**src/rtl/memory_loader.sv**
```systemverilog
// Write-side initiator that streams one full image into the parameter memory.
// Bytes arrive over valid/ready; outputs are registered write-port signals.
module memory_loader #(
    parameter int DEPTH  = 164,
    parameter int WIDTH  = 8,
    parameter int ADDR_W = 8
) (
    input  logic              clk,
    input  logic              reset,
    input  logic              start,
    input  logic              abort,
    input  logic [WIDTH-1:0]  s_data,
    input  logic              s_valid,
    output logic              s_ready,
    output logic [WIDTH-1:0]  mem_data,
    output logic [ADDR_W-1:0] mem_addr,
    output logic              mem_we,
    output logic [ADDR_W-1:0] count,
    output logic              busy,
    output logic              done
);

    typedef enum logic [1:0] {
        IDLE = 2'd0,
        LOAD = 2'd1,
        DONE = 2'd2
    } state_t;

    localparam logic [ADDR_W-1:0] LAST = ADDR_W'(DEPTH - 1);

    state_t            state;
    logic [ADDR_W-1:0] ptr;
    logic [ADDR_W-1:0] ptr_nxt;

    assign s_ready = (state == LOAD) && !abort;
    assign ptr_nxt = ptr + ADDR_W'(1);

    always_ff @(posedge clk or posedge reset) begin
        if (reset) begin
            state    <= IDLE;
            ptr      <= '0;
            mem_data <= '0;
            mem_addr <= '0;
            mem_we   <= 1'b0;
            count    <= '0;
            busy     <= 1'b0;
            done     <= 1'b0;
        end else begin
            mem_we <= 1'b0;
            unique case (1'b1)
                (state == IDLE), (state == DONE): begin
                    // start outranks abort outside of a load
                    if (start) begin
                        state <= LOAD;
                        ptr   <= '0;
                        count <= '0;
                        busy  <= 1'b1;
                        done  <= 1'b0;
                    end
                end
                (state == LOAD): begin
                    if (abort) begin
                        state <= IDLE;
                        busy  <= 1'b0;
                    end else if (s_valid) begin
                        mem_data <= s_data;
                        mem_addr <= ptr;
                        mem_we   <= 1'b1;
                        ptr      <= ptr_nxt;
                        count    <= ptr_nxt;
                        if (ptr == LAST) begin
                            state <= DONE;
                            busy  <= 1'b0;
                            done  <= 1'b1;
                        end
                    end
                end
                default: begin
                    state <= IDLE;
                    busy  <= 1'b0;
                    done  <= 1'b0;
                end
            endcase
        end
    end

endmodule

```
**config.mk**
```make
export PLATFORM = sky130hd
export DESIGN_NAME = memory_loader
export DESIGN_NICKNAME = d
export VERILOG_FILES = /design/src/rtl/memory_loader.sv
export SDC_FILE = /design/constraint.sdc
export NUM_CORES = 1
export LEC_CHECK = 0
export CORE_ASPECT_RATIO = 1.75
export CORE_MARGIN = 10
export CORE_UTILIZATION = 44
export CTS_CLUSTER_DIAMETER = 80
export CTS_CLUSTER_SIZE = 8
export DETAILED_ROUTE_END_ITERATION = 10
export PLACE_DENSITY = 0.77
export SLEW_MARGIN = 0
export SYNTH_ARGS = -nofsm -noshare
export SYNTH_HDL_FRONTEND = slang
export SYNTH_SLANG_ARGS = --single-unit
```
**constraint.sdc**
```tcl
create_clock -name clk -period 1.94 [get_ports clk]
set_input_delay 0.388 -clock clk [delete_from_list [all_inputs] [get_ports clk]]
set_output_delay 0.388 -clock clk [all_outputs]
set_load 0.005 [all_outputs]
```
==> impl_metrics.csv <==
group,metric,value,unit
sta,finClkSkew,4.03,ps
sta,slew_headroom,0.761,
routing,wirelength,3340,um
outcome,status,"completed",
sta,hold_viol_final,0,
sta,fmax,0.573,GHz
power,ir_worst_vdd,0.491,mV
power,power.share.switching,0.246,
routing,drt_first_pass_iters,4,
setup_path,timing.critical_path.buf_inv,2,
grt,grt_overflow,0,
routing,drc,0,
logic_synthesis,synthesis.nets,142,
setup_path,r2r_setup_slack,360,ps
place,dp_hpwl,2440,um
final_layout,layout_common_cells,"nand2_1, clkdlybuf4s50_1, dfrtp_1",
job,max_cap_viol_count,0,
setup_path,setup.worst_path.start,"abort",
power,powerDensity,835,nW/um^2
routing,viasPerCell,5.42,
grt,track_usage,0.128,
floorplan,start_util,0.455,
clock_tree,clk_latency,280,ps
power,finalPower,0.00149,W
place,dp_slack,-137,ps
setup_path,cp_max_fo,3,
logic_synthesis,synth_area_leader_cell,"dfrtp_1",
routing,drtAntennaViolNets,0,
worst_hold_path,min_path_type,"flop to flop",
power,internal_power,0.00113,W
clock_tree,h-tree-depth,2,
setup_path,crit_path_max_incr_delay,450,ps
place,place_congestion,0.841,
setup_path,crit_arrival,1360,ps
power,seqPwrFrac,0.478,
final_layout,final_cells,205,
floorplan,fp.dieH,89.8,um
sta,tightestPinTransition,359,ps
sta,rsz0062_at_grt,"false",
routing,drtIter0Drc,37,
setup_path,cp_num_cells,3,
routing,wire_per_inst,16.3,um
place,dpl.cell_count,197,
floorplan,row_count,25,
clock_tree,clockRootBuffer,"clkbuf_8",
clock_tree,clockBufferDepth,2,
setup_path,cp-start-kind,"input port",
setup_path,cp_cell_sequence,"clkdlybuf4s50_1, nor3b_2, dlygate4sd2_1",
clock_tree,numCtsBuffers,5,
final_layout,layout_commonest_cell,"nand2_1",
setup_path,critPathCaptureType,"output port",
grt,grt_pass1_vias,1172,
sta,finalCritPeriodShare,0.899,
setup_path,worst_r2r_path_depth,3,
sta,slew_viol_final,0,
logic_synthesis,avgSynthCellArea,9.57,sq um
clock_tree,clkTransAtPathRegs,60,ps
final_layout,diodes,0,
routing,vias,1112,
sta,setup_ws,196,ps
final_layout,area_growth,45.9,%
setup_path,rr_startpoint,"ptr[4]$_DFFE_PP0P_",
logic_synthesis,netlist_instances,128,
grt,antenna_found_initial,0,
sta,post-route-min-period,1740,ps
setup_path,endpoint,"s_ready",
clock_tree,ctsHoldBuffers,0,
grt,grt_max_degree,30,
power,p_switching,0.000367,W
setup_path,cpLargestDelayFamily,"buffers and inverters",
grt,grt_pass1_wl,5510,um
logic_synthesis,seq_area_frac_synth,0.592,
logic_synthesis,ys_ff_latch,29,
logic_synthesis,netlist-cell-type-count,28,
floorplan,die-area,5380,sq um
logic_synthesis,synth_top_area_frac,0.592,
floorplan,die_w,59.9,um
clock_tree,cts_sinks,29,
floorplan,io_pins,41,
logic_synthesis,syn_area,1220,sq um
setup_path,path_class,"input port to output port",
sta,setup_viol_count_final,0,
logic_synthesis,ys_warn_count,0,
setup_path,r2r_end,"busy$_DFFE_PP0P_",
sta,whs,471,ps
final_layout,fin_nets,192,
final_layout,drive_gt1_frac,0.0843,
setup_path,slowest_stage,"clkdlybuf4s50_1",
power,pwr-share-comb,0.197,
logic_synthesis,synthTopCellsByArea,"dfrtp_1, nand2_1, a21oi_1",
power,clkPwrFrac,0.325,
clock_tree,cts_tree,"done",
floorplan,core_area,2690,sq um
final_layout,fin_util,0.664,
place,port_buffers,40,
setup_path,required,1550,ps
power,power_leakage,0.872,nW
## through the flow
stage / area [sq um] / setup TNS [ps]
after detailed placement: 1690 / -239
after floorplan: 1220 / 0
final: 1790 / 0
after global placement: 1690 / -55.7
after global routing: 1790 / 0
after CTS: 1790 / 0
## layout make-up
| cell class | count | area, sq um |
|---|---|---|
| Tap cell | 27 | 33.8 |
| Fill cell | 246 | 903 |
| Timing Repair Buffer | 48 | 459 |
| Inverter | 3 | 11.3 |
| Multi-Input combinational cell | 91 | 470 |
| Sequential cell | 29 | 726 |
| Clock buffer | 7 | 86.3 |
## layer usage
layer	global-route usage	vias to the layer above	wire, um
li1	-	529	-
met1	0.127	524	1240
met2	0.204	52	1650
met3	0.0789	7	386
met4	0.0545	0	61
met5	0	-	0
## flip-flops by register name (all words and copies together) (netlist names)
signal and count:
busy 1, done 1, mem_addr 8, mem_data 8
mem_we 1, ptr 8, state 2
## power by group through the flow
stage	logic, W	registers [W]	clock network (W)
global route	0.000328	0.000722	0.000531
global placement	0.000288	0.000721	0
CTS	0.000302	0.000714	0.000506
detailed placement	0.000294	0.000725	0
finish	0.000294	0.000714	0.000485
floorplan	0.0000939	0.000726	0
## cell usage after synthesis (all sizes together)
library cell / instances
nand4bb: 1
buf: 4
nand2b: 2
nor3: 1
nand2: 50
a21oi: 5
or3: 1
ha: 1
o22a: 2
a21o: 1
nand3: 4
o311ai: 1
clkbuf: 1
o21ai: 4
or4b: 1
inv: 3
nor3b: 2
nand4: 3
and2b: 1
nand4b: 2
dfrtp: 29
o41ai: 1
nor2b: 1
or4: 2
o31ai: 2
mux2i: 1
nor2: 2
## cells by family (layout without fill, tap and decap cells)
kind of cell	Yosys count	in the layout	synth area share
simple gates	73	73	0.278
buf+inv	8	58	0.0276
mux	1	1	0.00817
fa+ha+maj	1	1	0.0102
flops	29	29	0.592
compound gates	16	16	0.0838
## timing repair
item                       CTS  global route
pin swaps                    1             0
resized for setup            2             1
buffers inserted             1             0
setup endpoints to repair    1             1
## worst min path at each step
stage                     cells past startpoint  slack [ps]                      end                     from
after global placement                        2         460  mem_addr[7]$_DFFE_PP0P_  mem_addr[7]$_DFFE_PP0P_
after detailed placement                      2         460  mem_data[0]$_DFFE_PP0P_  mem_data[0]$_DFFE_PP0P_
final                                         2         470  mem_data[0]$_DFFE_PP0P_  mem_data[0]$_DFFE_PP0P_
after CTS                                     3         480  mem_data[2]$_DFFE_PP0P_                    reset
after floorplan                               1         470         busy$_DFFE_PP0P_                    reset
after global routing                          2         490  mem_data[5]$_DFFE_PP0P_  mem_data[5]$_DFFE_PP0P_
## worst register-to-register path, stage by stage, from the launching register on
cell and delay [ps]:
dfrtp_1 470, or4b_1 550, o21ai_0 310, a21oi_1 120
Note: power is estimated with default switching activity, not from simulation.
